==> config.mk <==
export PLATFORM = sky130hd
export DESIGN_NAME = mult_share_arb_flat
export DESIGN_NICKNAME = d
export VERILOG_FILES = /design/src/rtl/mult_share_arb_if.sv /design/src/rtl/mult_share_arb.sv /design/src/flat_wrapper.sv
export SDC_FILE = /design/constraint.sdc
export NUM_CORES = 1
export LEC_CHECK = 0
export BUFFER_PORTS_ARGS = -buffer_cell sky130_fd_sc_hd__buf_4
export CAP_MARGIN = 20
export CORE_MARGIN = 5
export CORE_UTILIZATION = 42
export CTS_CLUSTER_DIAMETER = 150
export DETAILED_ROUTE_END_ITERATION = 8
export HOLD_SLACK_MARGIN = 0.12
export PLACE_DENSITY = 0.8
export SYNTH_ARGS = -nofsm -noshare
export SYNTH_HDL_FRONTEND = slang
export SYNTH_SLANG_ARGS = --single-unit
==> constraint.sdc <==
create_clock -name clk -period 2.45 [get_ports clk]
set_input_delay 0.1225 -clock clk [delete_from_list [all_inputs] [get_ports clk]]
set_output_delay 0.1225 -clock clk [all_outputs]
set_load 0.1 [all_outputs]
==> src/rtl/mult_share_arb_if.sv <==
// Bundle of request, multiplier-side and result signals for mult_share_arb.
// slave = arbiter side, master = requesters/multiplier/result consumer side.
interface mult_share_arb_if #(
  parameter int N = 4,
  parameter int W = 4
);
  localparam int IDW = $clog2(N);

  logic [N-1:0]   req_valid;
  logic [N*W-1:0] req_a;
  logic [N*W-1:0] req_b;
  logic [N-1:0]   req_ready;
  logic [W-1:0]   mul_a;
  logic [W-1:0]   mul_b;
  logic           mul_en;
  logic [2*W-1:0] mul_sum;
  logic           res_valid;
  logic [IDW-1:0] res_id;
  logic [2*W-1:0] res_data;
  logic           busy;

  modport slave (
    input  req_valid, req_a, req_b, mul_sum,
    output req_ready, mul_a, mul_b, mul_en, res_valid, res_id, res_data, busy
  );

  modport master (
    output req_valid, req_a, req_b, mul_sum,
    input  req_ready, mul_a, mul_b, mul_en, res_valid, res_id, res_data, busy
  );
endinterface

==> src/rtl/mult_share_arb.sv <==
// Shares one LAT-deep pipelined multiplier among N requesters, tagging each issue with its owner.
// Optional build macro MULT_SHARE_FIXED_PRIO_EN: fixed lowest-index priority instead of round-robin.
module mult_share_arb #(
  parameter int N   = 4,
  parameter int W   = 4,
  parameter int LAT = 2
) (
  input  logic               clk,
  input  logic               rst,
  mult_share_arb_if.slave    bus
);
  localparam int IDW = $clog2(N);

  typedef struct packed {
    logic           valid;
    logic [IDW-1:0] id;
  } tag_t;

  // Handshake: requester i holds req_valid[i]/operands stable until req_ready[i];
  // the transfer happens on the rising edge where both are 1. At most one grant per cycle.
  logic           any_valid;
  logic [IDW-1:0] gnt_id;
  logic [N-1:0]   ready_c;
  tag_t [LAT:0]   tag_q;
  logic           busy_c;

  assign any_valid = |bus.req_valid;

`ifdef MULT_SHARE_FIXED_PRIO_EN
  always_comb begin
    gnt_id = '0;
    for (int i = N - 1; i >= 0; i--) begin
      if (bus.req_valid[i]) gnt_id = IDW'(i);
    end
  end
`else
  logic [IDW-1:0] ptr_q;
  logic           hi_found;
  logic [IDW-1:0] hi_id;
  logic [IDW-1:0] lo_id;

  // Lowest valid index at/above the pointer wins; otherwise wrap to the lowest valid index.
  always_comb begin
    hi_found = 1'b0;
    hi_id    = '0;
    lo_id    = '0;
    for (int i = N - 1; i >= 0; i--) begin
      if (bus.req_valid[i]) begin
        lo_id = IDW'(i);
        if (IDW'(i) >= ptr_q) begin
          hi_found = 1'b1;
          hi_id    = IDW'(i);
        end
      end
    end
    gnt_id = hi_found ? hi_id : lo_id;
  end

  always_ff @(posedge clk or posedge rst) begin
    if (rst) begin
      ptr_q <= '0;
    end else if (any_valid) begin
      ptr_q <= (gnt_id == IDW'(N - 1)) ? '0 : gnt_id + 1'b1;
    end
  end
`endif

  always_comb begin
    ready_c = '0;
    if (any_valid) ready_c[gnt_id] = 1'b1;
  end

  assign bus.req_ready = ready_c;

  // The multiplier is never stalled; cycles without a grant enter as invalid tags.
  always_ff @(posedge clk or posedge rst) begin
    if (rst) begin
      bus.mul_a  <= '0;
      bus.mul_b  <= '0;
      bus.mul_en <= 1'b0;
      tag_q      <= '0;
    end else begin
      bus.mul_en <= 1'b1;
      if (any_valid) begin
        bus.mul_a      <= bus.req_a[int'(gnt_id)*W +: W];
        bus.mul_b      <= bus.req_b[int'(gnt_id)*W +: W];
        tag_q[0].valid <= 1'b1;
        tag_q[0].id    <= gnt_id;
      end else begin
        tag_q[0] <= '0;
      end
      for (int s = 1; s <= LAT; s++) begin
        tag_q[s] <= tag_q[s-1];
      end
    end
  end

  always_comb begin
    busy_c = 1'b0;
    for (int s = 0; s <= LAT; s++) begin
      busy_c = busy_c | tag_q[s].valid;
    end
  end

  assign bus.busy      = busy_c;
  assign bus.res_valid = tag_q[LAT].valid;
  assign bus.res_id    = tag_q[LAT].id;
  assign bus.res_data  = tag_q[LAT].valid ? bus.mul_sum : '0;
endmodule
==> src/flat_wrapper.sv <==
// flat-port wrapper written by rule: the top's interface ports become plain ports
module mult_share_arb_flat 
#(
  parameter int N   = 4,
  parameter int W   = 4,
  parameter int LAT = 2
)
  (clk, rst, bus_req_valid, bus_req_a, bus_req_b, bus_mul_sum, bus_req_ready, bus_mul_a, bus_mul_b, bus_mul_en, bus_res_valid, bus_res_id, bus_res_data, bus_busy);
  mult_share_arb_if #(.N(N), .W(W)) bus_i ();
  input  logic clk;
  input  logic rst;
  input wire logic [$bits(bus_i.req_valid)-1:0] bus_req_valid;
  input wire logic [$bits(bus_i.req_a)-1:0] bus_req_a;
  input wire logic [$bits(bus_i.req_b)-1:0] bus_req_b;
  input wire logic [$bits(bus_i.mul_sum)-1:0] bus_mul_sum;
  output wire logic [$bits(bus_i.req_ready)-1:0] bus_req_ready;
  output wire logic [$bits(bus_i.mul_a)-1:0] bus_mul_a;
  output wire logic [$bits(bus_i.mul_b)-1:0] bus_mul_b;
  output wire logic [$bits(bus_i.mul_en)-1:0] bus_mul_en;
  output wire logic [$bits(bus_i.res_valid)-1:0] bus_res_valid;
  output wire logic [$bits(bus_i.res_id)-1:0] bus_res_id;
  output wire logic [$bits(bus_i.res_data)-1:0] bus_res_data;
  output wire logic [$bits(bus_i.busy)-1:0] bus_busy;
  assign bus_i.req_valid = bus_req_valid;
  assign bus_i.req_a = bus_req_a;
  assign bus_i.req_b = bus_req_b;
  assign bus_i.mul_sum = bus_mul_sum;
  assign bus_req_ready = bus_i.req_ready;
  assign bus_mul_a = bus_i.mul_a;
  assign bus_mul_b = bus_i.mul_b;
  assign bus_mul_en = bus_i.mul_en;
  assign bus_res_valid = bus_i.res_valid;
  assign bus_res_id = bus_i.res_id;
  assign bus_res_data = bus_i.res_data;
  assign bus_busy = bus_i.busy;
  mult_share_arb #(.N(N), .W(W), .LAT(LAT)) u_core (.clk(clk), .rst(rst), .bus(bus_i));
endmodule
==> results.md, run 1 <==
* Run status: complete, no violations
* Largest family of logic cells by synthesized area: simple AND/OR/NAND/NOR gates
* Hold path cells at 3
* Std cell rows at 18
* Unrepaired setup endpoints after global routing: no
* Slew @ Worst Pin at 0.740 ns
* Power Dens Cells at 1350 nW/um^2
* N_diodes at 0
* Req. time, crit path at 2.33 ns
* Simple-Gate Fraction of Synth Area at 21.3%
* Area share of the largest cell type after synthesis at 44.8%
* Sw frac at 59.3%
* Cts hold-fix bufs at 1
* Worst r2r dst: u_core.bus.mul_b[1]
* Clk_lat worst skew at 0.30 ns
* Min Hold Slack at 0.161 ns
* Largest net degree at the start of global routing at 21
* Pre-CTS WS at 0.548 ns
* Post-synthesis mux area share at 9.07%
* Final setup margin at 0.200 ns
* Core Footprint at 2500 um^2
* Top post-synthesis cells by area: dfrtp_1 45%, a211oi_1 11%, mux2i_1 8.1%
* Starting Density at 44.7%
* Clock Power Share at 8.4%
* Min Tclk post-route at 2.25 ns
* Crit. End Element: primary output
* Drc violations at 0
* Port Buffers at 70
* Vias at 1,136
* Reg2reg start: u_core.ptr_q[1]
* First-pass GRT wire length at 5200 um
* P_sw at 0.00135 W
* Critical path fanouts, max at 13
* Total global routing overflow at 0
* Initial antenna violation count at 0
* Final setup vio count at 0
* CTS root buf: clkbuf_4
* GP Congestion at 0.804
* Hold path start: bus_req_a[4]
* Clock Sinks at 20
* WHS Endpoint: u_core.bus.mul_a[0]
* TritonCTS Buffers at 3
* Mapped Area at 1120 um^2
* Area Growth Syn to Fin at 51.2%
* Vias in the first global route at 1,176
* Sequential share of power at 23.5%
* Worst Reg-to-Reg Cells at 6
* Syn Area/Cell at 9.72 um^2
* Die Area at 3790 um^2
* Final layout net count at 234
* Drt total wl at 3250 um
* GRT Util Overall at 18.7%
* Int Power at 0.000927 W
* Logic pwr share at 68.0%
* Compound-gate portion of the synthesized area at 15.8%
* CTS tree: done
* CP arrival at 2.13 ns
* Share of cells above drive strength 1 at 44.1%
* Max-slew violation count at 0
* Post-CTS resize count at 0
* Fmax at 444 MHz
* Reg2reg setup slack at 0.58 ns
* Final Hold Viols at 0
* Post-Syn Nets at 162
* Hold Crit Class: in -> reg
* Detailed-route vias per instance at 5.26
* Clock transition at path regs at 0.11 ns
* WS Path Type: reg -> out
* VDD IR max at 1.16 mV
* Seq/Total Area, Yosys at 44.8%
* Adder-Cell Fraction of Synth Area at 1.12%
* Post-Syn Instances at 115
* Initial DRC count at 30
* Synth warn at 0
* Max-Cap Viols at 0
* Antenna-violating nets left at 0
* Crit start category: register
* Clock Tree Buf Depth at 2
* DRT Pass-1 Iters at 4
* Die H at 61.6 um
* Post-CTS Setup Repair Bufs at 0
* H-tree depth at 1
* Dpl hpwl at 2630 um
* Worst clock skew at 0.00153 ns
* Boundary pin count at 71
* Static leakage at 0.857 nW
* Die W at 61.6 um
* Routed len/inst at 15.0 um
* Worst rel slew slack at 50.6%
* Yosys reg bits at 20
* Period utilization at 91.9%
* Post-Synth XOR/XNOR Area at 0%
* Synth area leader: dfrtp_1
* Library cells used by synthesis at 28
==> how the worst max path moves through the flow <==
| stage | startpoint | to | slack (ns) |
|---|---|---|---|
| 6_report | u_core.ptr_q[1] | bus_req_ready[2] | 0.20 |
| 3_5_place_dp | u_core.ptr_q[1] | bus_req_ready[2] | 0.55 |
| 4_1_cts | u_core.ptr_q[1] | bus_req_ready[2] | 0.20 |
| 2_1_floorplan | u_core.ptr_q[1] | bus_req_ready[1] | -0.002 |
| 3_3_place_gp | u_core.ptr_q[1] | bus_req_ready[2] | 0.62 |
| 5_1_grt | u_core.ptr_q[1] | bus_req_ready[2] | 0.06 |
==> logic make-up (layout without fill, tap and decap cells) <==
group | after synthesis | after routing
adders and majority gates | 1 | 1
muxes | 10 | 10
and+or+nand+nor | 46 | 46
buffers and inverters | 13 | 84
DFF | 20 | 20
AOI/OAI and AO/OA | 24 | 24
other | 1 | 1
==> placed cells by master, fill, tap and decap left out, types with 2 or more instances in the layout <==
| master | synthesis | final |
|---|---|---|
| inv_1 | 6 | 6 |
| dfrtp_1 | 20 | 20 |
| nor2_1 | 12 | 11 |
| mux2i_1 | 9 | 9 |
| nor3_1 | 9 | 9 |
| clkbuf_4 | 0 | 3 |
| a21oi_1 | 3 | 3 |
| a211oi_1 | 16 | 16 |
| a21o_1 | 2 | 2 |
| nand2_1 | 8 | 8 |
| buf_4 | 3 | 73 |
| and2_1 | 10 | 10 |
==> per-layer routing <==
| metal | wire (um) | track usage [%] |
|---|---|---|
| met5 | 0 | 0 |
| met4 | 20 | 7.27 |
| met3 | 447 | 4.40 |
| met2 | 1720 | 33.8 |
| met1 | 1060 | 21.2 |
==> power by group through the flow <==
stage	logic (W)	registers [W]	clock network, W
after floorplan	0.000783	0.00101	0
after global placement	0.00154	0.000531	0
after detailed placement	0.00155	0.000545	0
after CTS	0.00156	0.000536	0.000194
after global routing	0.00162	0.000555	0.000219
final	0.00155	0.000536	0.000192
==> cell type report <==
cell class / instances / area [um^2]
Clock buffer: 4 / 36.3
Sequential cell: 20 / 500
Inverter: 6 / 22.5
Tap cell: 30 / 37.5
Fill cell: 213 / 811
Multi-Input combinational cell: 82 / 534
Timing Repair Buffer: 74 / 558
==> worst max-delay path, cell delays in order (launching register included) <==
cell and delay, ns:
dfrtp_1 0.50, nand2b_1 0.22, a21o_1 0.20, nand3_2 0.17, buf_4 0.25, inv_1 0.10
nor2_2 0.11, buf_4 0.29
==> sequential cells by signal, indices dropped and copies added (netlist names) <==
name                  cells
u_core.bus.res_id         2
u_core.bus.res_valid      1
u_core.tag_q              6
u_core.ptr_q              2
u_core.bus.mul_b          4
u_core.bus.mul_en         1
u_core.bus.mul_a          4
==> stage by stage <==
step | cells | total power (W) | utilization, % | TNS [ns] | cell area, um^2
after global routing | 216 | 0.00239 | 67.6 | 0 | 1690
after detailed placement | 211 | 0.00210 | 65.7 | 0 | 1640
after global placement | 211 | 0.00207 | 65.7 | 0 | 1640
after CTS | 216 | 0.00229 | 67.6 | 0 | 1690
final | 216 | 0.00228 | 67.6 | 0 | 1690
after floorplan | 115 | 0.00180 | - | -0.00156 | 1120
==> synthesized netlist by cell type <==
master    number
dfrtp_1       20
a211oi_1      16
nor2_1        12
and2_1        10
mux2i_1        9
nor3_1         9
nand2_1        8
inv_1          6
a21oi_1        3
buf_4          3
a21o_1         2
a22oi_2        1
buf_12         1
buf_2          1
buf_6          1
clkbuf_1       1
conb_1         1
ha_1           1
mux2_2         1
nand2b_1       1
nand3_2        1
nand3b_1       1
nand3b_2       1
o21a_1         1
o22ai_1        1
or2_1          1
or3_1          1
or4_1          1
Power figures use the tool's default switching activity.
==> run 2, diff against run 1 <==
- clock period: 2.45 -> 2.55 ns (I/O delays scaled with it)
==> results.md, run 2 (synthesis results as in run 1) <==
* Largest register FFs at 6 (unchanged)
* Clock Sinks at 20 (unchanged)
* Clock Tree Buf Depth at 2 (unchanged)
* Vias in the first global route at 1,194 (was 1,176)
* Clk_lat worst skew at 0.30 ns (about the same)
* Run status: complete, no violations (unchanged)
* DRT Pass-1 Iters at 4 (unchanged)
* Final layout net count at 233 (was 234)
* Detailed-route vias per instance at 5.35 (was 5.26)
* Routed len/inst at 14.9 um (was 15.0 um)
* Min Hold Slack at 0.154 ns (was 0.161 ns)
* Std cell rows at 18 (unchanged)
* Vias at 1,150 (was 1,136)
* Worst rel slew slack at 49.6% (was 50.6%)
* Drc violations at 0 (unchanged)
* Die W at 61.6 um (unchanged)
* Post-Layout Cell Count at 215 (was 216)
* Port Buffers at 70 (unchanged)
* Total global routing overflow at 0 (unchanged)
* Req. time, crit path at 2.42 ns (was 2.33 ns)
* Setup TNS at 0 ns (unchanged)
* Post-CTS resize count at 0 (unchanged)
* Fmax at 452 MHz
* Unrepaired setup endpoints after global routing: no (unchanged)
* CP arrival at 2.09 ns (was 2.13 ns)
* Drt total wl at 3200 um (was 3250 um)
* Commonest non-fill, non-tap cell in the layout: buf_4 (unchanged)
* Period utilization at 86.8%
* Total Power at 0.00218 W (was 0.00228 W)
* Die Area at 3790 um^2 (unchanged)
* H-tree depth at 1 (unchanged)
* Area Growth Syn to Fin at 50.3% (was 51.2%)
* First-pass GRT wire length at 5040 um (was 5200 um)
* Worst-path cell chain: mux2i_1 > or2_1 > nand3_2 > inv_1 > ha_1 > and2_1 > buf_4 (was nand2b_1 > a21o_1 > nand3_2 > buf_4 > inv_1 > nor2_2 > buf_4)
* Crit. End Element: primary output (unchanged)
* TritonCTS Buffers at 3 (unchanged)
* Max-Cap Viols at 0 (unchanged)
* Reg2reg start: u_core.ptr_q[1] (unchanged)
* Hold Crit Class: in -> reg (unchanged)
* Setup crit start: u_core.ptr_q[1] (unchanged)
* VDD IR max at 1.18 mV (was 1.16 mV)
* WS Path Type: reg -> out (unchanged)
* Initial antenna violation count at 0 (unchanged)
* Critical path fanouts, max at 8 (was 13)
* Initial DRC count at 21 (was 30)
* GRT Util Overall at 17.9% (was 18.7%)
* Reg with most FFs: u_core.tag_q (unchanged)
* Most frequent cells in the layout: 72 x buf_4, 20 x dfrtp_1, 16 x a211oi_1, 12 x nor2_1, 10 x and2_1 (was 73 x buf_4, 20 x dfrtp_1, 16 x a211oi_1, 11 x nor2_1, 10 x and2_1)
* CTS root buf: clkbuf_4 (unchanged)
* Dpl hpwl at 2530 um (was 2630 um)
* Hold path start: bus_req_a[7] (was bus_req_a[4])
* Power Dens Cells at 1300 nW/um^2 (was 1350 nW/um^2)
* Biggest regs: u_core.tag_q x6, u_core.bus.mul_a x4, u_core.bus.mul_b x4 (unchanged)
* Final Hold Viols at 0 (unchanged)
* Final setup vio count at 0 (unchanged)
* Die H at 61.6 um (unchanged)
* Max incr delay on CP at 0.52 ns (was 0.50 ns)
* CP Buf/Inv Count at 2 (was 3)
* N_diodes at 0 (unchanged)
* Crit path max-delay cell type: dfrtp_1 (unchanged)
* Largest net degree at the start of global routing at 21 (unchanged)
* Worst clock skew at 0.00242 ns (was 0.00153 ns)
* Min Tclk post-route at 2.21 ns
* Post-layout util at 67.2% (was 67.6%)
* Core Footprint at 2500 um^2 (unchanged)
* GP Congestion at 0.816 (was 0.804)
* Crit start category: register (unchanged)
* Boundary pin count at 71 (unchanged)
* Antenna-violating nets left at 0 (unchanged)
* Starting Density at 44.7% (unchanged)
* Static leakage at 0.852 nW (was 0.857 nW)
* Max-slew violation count at 0 (unchanged)
* CTS tree: done (unchanged)
* Share of cells above drive strength 1 at 43.2% (was 44.1%)
* Dpl cells at 210 (was 211)
* Clock transition at path regs at 0.12 ns (was 0.11 ns)
* Gate family responsible for the most delay along the worst path: flip-flops (was buffers and inverters)
* Slew @ Worst Pin at 0.755 ns (was 0.740 ns)
==> run 2: cell count changes in the layout (fill, tap and decap cells not counted) <==
cell    previous run  this run
nor2_1            11        12
buf_4             73        72
nor2_2             1         0
==> run 2: metal layers <==
layer  GRT usage [%]  vias to the layer above  routed length [um]
li1                -                      547                   -
met1            19.4                      532                1160
met2            32.6                       65                1600
met3            3.14                        6                 371
met4            9.70                        0                  67
met5               0                        -                   0
==> run 2: worst reg2reg max path, stage by stage (launching register included) <==
cell and delay [ns]:
dfrtp_1 0.52, mux2i_1 0.25, or2_1 0.14, nand3_2 0.20, buf_4 0.27, a211oi_1 0.30, a211oi_1 0.09
==> run 2: worst paths after layout <==
kind | to | slack (ns) | cells past startpoint
max in group asynchronous | u_core.tag_q[3] | 1.57 | 3
min in group asynchronous | u_core.bus.mul_b[3] | 0.51 | 3
hold reg to reg | u_core.bus.res_id[1] | 0.36 | 0
setup reg to reg | u_core.bus.mul_b[2] | 0.66 | 6
hold / removal | u_core.bus.mul_a[3] | 0.15 | 3
setup / recovery | bus_req_ready[3] | 0.34 | 7
==> run 2: stage by stage <==
stage | instance area (um^2) | setup WS (ns)
2_1_floorplan | 1120 | 0.0280
3_3_place_gp | 1630 | 0.779
3_5_place_dp | 1630 | 0.715
4_1_cts | 1680 | 0.361
5_1_grt | 1680 | 0.196
6_report | 1680 | 0.336
==> run 2: final cells by class <==
type / count / area (um^2)
Sequential cell: 20 / 500
Clock buffer: 4 / 36.3
Multi-Input combinational cell: 82 / 532
Tap cell: 30 / 37.5
Timing Repair Buffer: 73 / 551
Fill cell: 215 / 821
Inverter: 6 / 22.5
==> run 2: power breakdown <==
part / leakage (nW) / total, W / switching (W) / internal, W
clock network: 0.0210 / 0.000188 / 0.000101 / 0.0000871
logic: 0.606 / 0.00148 / 0.00112 / 0.000358
registers: 0.225 / 0.000513 / 0.0000764 / 0.000436
total: 0.852 / 0.00218 / 0.00130 / 0.000881
==> run 2: what timing repair did <==
action / in CTS / in global routing
hold endpoints to repair: 20 / 0
buffers inserted: 0 / 0
hold buffers: 1 / 0
==> run 3, diff against run 2 <==
- CORE_UTILIZATION: 42 -> 45
- PLACE_DENSITY: 0.8 -> 0.85
- clock period: 2.55 -> 2.9 ns (I/O delays scaled with it)
==> results.md, run 3 (synthesis results as in run 1) <==
* Run status: complete, no violations (unchanged)
* Drc violations at 0 (unchanged)
* Period utilization at 86.3%
* Routed len/inst at 14.8 um (was 14.9 um)
* Unrepaired setup endpoints after global routing: no (unchanged)
* Max-Cap Viols at 0 (unchanged)
* First-pass GRT wire length at 5180 um (was 5040 um)
* Worst rel slew slack at 50.0% (was 49.6%)
* Multi-input gate area at 532 um^2 (unchanged)
* Most frequent cells in the layout: 71 x buf_4, 20 x dfrtp_1, 16 x a211oi_1, 12 x nor2_1, 10 x and2_1 (was 72 x buf_4, 20 x dfrtp_1, 16 x a211oi_1, 12 x nor2_1, 10 x and2_1)
* Post-CTS Setup Repair Bufs at 0 (unchanged)
* Detailed-route vias per instance at 5.27 (was 5.35)
* WS Path Type: reg -> out (unchanged)
* Req. time, crit path at 2.76 ns (was 2.42 ns)
* Clk_lat worst skew at 0.31 ns (was 0.30 ns)
* Final setup vio count at 0 (unchanged)
* Die Area at 3580 um^2 (was 3790 um^2)
* Vias in the first global route at 1,151 (was 1,194)
* Clock Tree Buf Depth at 2 (unchanged)
* Worst Reg-to-Reg Cells at 6 (unchanged)
* CTS tree: done (unchanged)
* Max-slew violation count at 0 (unchanged)
* Largest register FFs at 6 (unchanged)
* VDD IR max at 0.872 mV (was 1.18 mV)
* Core Footprint at 2430 um^2 (was 2500 um^2)
* H-tree depth at 1 (unchanged)
* DRT Pass-1 Iters at 4 (unchanged)
* Reg with most FFs: u_core.tag_q (unchanged)
* Static leakage at 0.855 nW (was 0.852 nW)
* Vias at 1,127 (was 1,150)
* Reg2reg setup slack at 0.84 ns (was 0.66 ns)
* Die H at 59.8 um (was 61.6 um)
* Hold path cells at 3 (unchanged)
* Fill count at 190 (was 215)
* Fmax at 399 MHz
* Reg2reg start: u_core.ptr_q[1] (unchanged)
* Final layout net count at 232 (was 233)
* Slew @ Worst Pin at 0.750 ns (was 0.755 ns)
* Critical path fanouts, max at 20 (was 8)
* Antenna-violating nets left at 0 (unchanged)
* Total Power at 0.00198 W (was 0.00218 W)
* N_diodes at 0 (unchanged)
* Post-layout util at 69.4% (was 67.2%)
* Die W at 59.8 um (was 61.6 um)
* Total global routing overflow at 0 (unchanged)
* Dpl hpwl at 2450 um (was 2530 um)
* Initial antenna violation count at 0 (unchanged)
* Final Hold Viols at 0 (unchanged)
* Post-CTS resize count at 0 (unchanged)
* CP arrival at 2.36 ns (was 2.09 ns)
* Cts hold-fix bufs at 1 (unchanged)
* Boundary pin count at 71 (unchanged)
* GP Congestion at 0.812 (was 0.816)
* Share of cells above drive strength 1 at 42.9% (was 43.2%)
* Biggest regs: u_core.tag_q x6, u_core.bus.mul_a x4, u_core.bus.mul_b x4 (unchanged)
* Power Dens Cells at 1170 nW/um^2 (was 1300 nW/um^2)
* Worst clock skew at 0.00401 ns (was 0.00242 ns)
* Clock Sinks at 20 (unchanged)
* Commonest non-fill, non-tap cell in the layout: buf_4 (unchanged)
* GRT Util Overall at 19.3% (was 17.9%)
* Std cell rows at 18 (unchanged)
* Worst r2r dst: u_core.ptr_q[1] (was u_core.bus.mul_b[2])
* Area Growth Syn to Fin at 51.1% (was 50.3%)
* Min Tclk post-route at 2.50 ns
* Clock transition at path regs at 0.12 ns (about the same)
* Crit. End Element: primary output (unchanged)
* Crit start category: register (unchanged)
* Starting Density at 45.9% (was 44.7%)
* Seq. cell area at 500 um^2 (unchanged)
* Port Buffers at 70 (unchanged)
* TritonCTS Buffers at 3 (unchanged)
* Post-Layout Cell Count at 214 (was 215)
* Drt total wl at 3180 um (was 3200 um)
* Dpl cells at 209 (was 210)
* CP endpoint: bus_req_ready[3] (unchanged)
* Setup TNS at 0 ns (unchanged)
* Initial DRC count at 57 (was 21)
* Hold Crit Class: in -> reg (unchanged)
* Largest net degree at the start of global routing at 21 (unchanged)
* Setup crit start: u_core.ptr_q[1] (unchanged)
* CTS root buf: clkbuf_4 (unchanged)
[run 3: area by class of cell]
| cell class | instances | area share [%] |
|---|---|---|
| well taps | 30 | 2.22 |
| clock inverters | 1 | 1.78 |
| multi-input cells | 82 | 31.5 |
| inverters | 6 | 1.33 |
| clock buffers | 3 | 1.33 |
| flip-flops and latches | 20 | 29.7 |
| repair buffers | 72 | 32.2 |
[run 3: critical path, cell delays in order (launching register included)]
cell,delay (ns)
dfrtp_1,0.50
mux2i_1,0.25
or2_1,0.14
nand3_2,0.39
inv_1,0.17
ha_1,0.15
and2_1,0.14
buf_4,0.30
[run 3: per-layer routing]
metal	global-route usage [%]	part of all wire, %	wire length, um
met5	0	0	0
met2	34.6	52	1660
met3	4.75	13	420
met1	21.8	33	1060
met4	6.96	0.94	30
[run 3: worst min-delay path by stage]
stage,start,endpoint,slack [ns]
after floorplan,rst,u_core.bus.mul_a[0],0.11
after global placement,rst,u_core.bus.res_valid,0.31
after detailed placement,rst,u_core.tag_q[2],0.32
after CTS,bus_req_a[7],u_core.bus.mul_a[3],0.17
after global routing,bus_req_a[7],u_core.bus.mul_a[3],0.18
final,bus_req_a[7],u_core.bus.mul_a[3],0.17
[run 3: report_power, final]
group / internal, W / switching (W)
Combinational: 0.000310 / 0.000990
Sequential: 0.000384 / 0.0000671
Clock: 0.000140 / 0.0000919
Total: 0.000833 / 0.00115
[run 3: metrics by stage]
| step | instance area, um^2 | worst slack, ns | hold WS (ns) |
|---|---|---|---|
| 2_1_floorplan | 1120 | 0.360 | 0.109 |
| 3_3_place_gp | 1630 | 0.853 | 0.308 |
| 3_5_place_dp | 1630 | 0.777 | 0.324 |
| 4_1_cts | 1690 | 0.409 | 0.173 |
| 5_1_grt | 1690 | 0.185 | 0.183 |
| 6_report | 1690 | 0.397 | 0.167 |
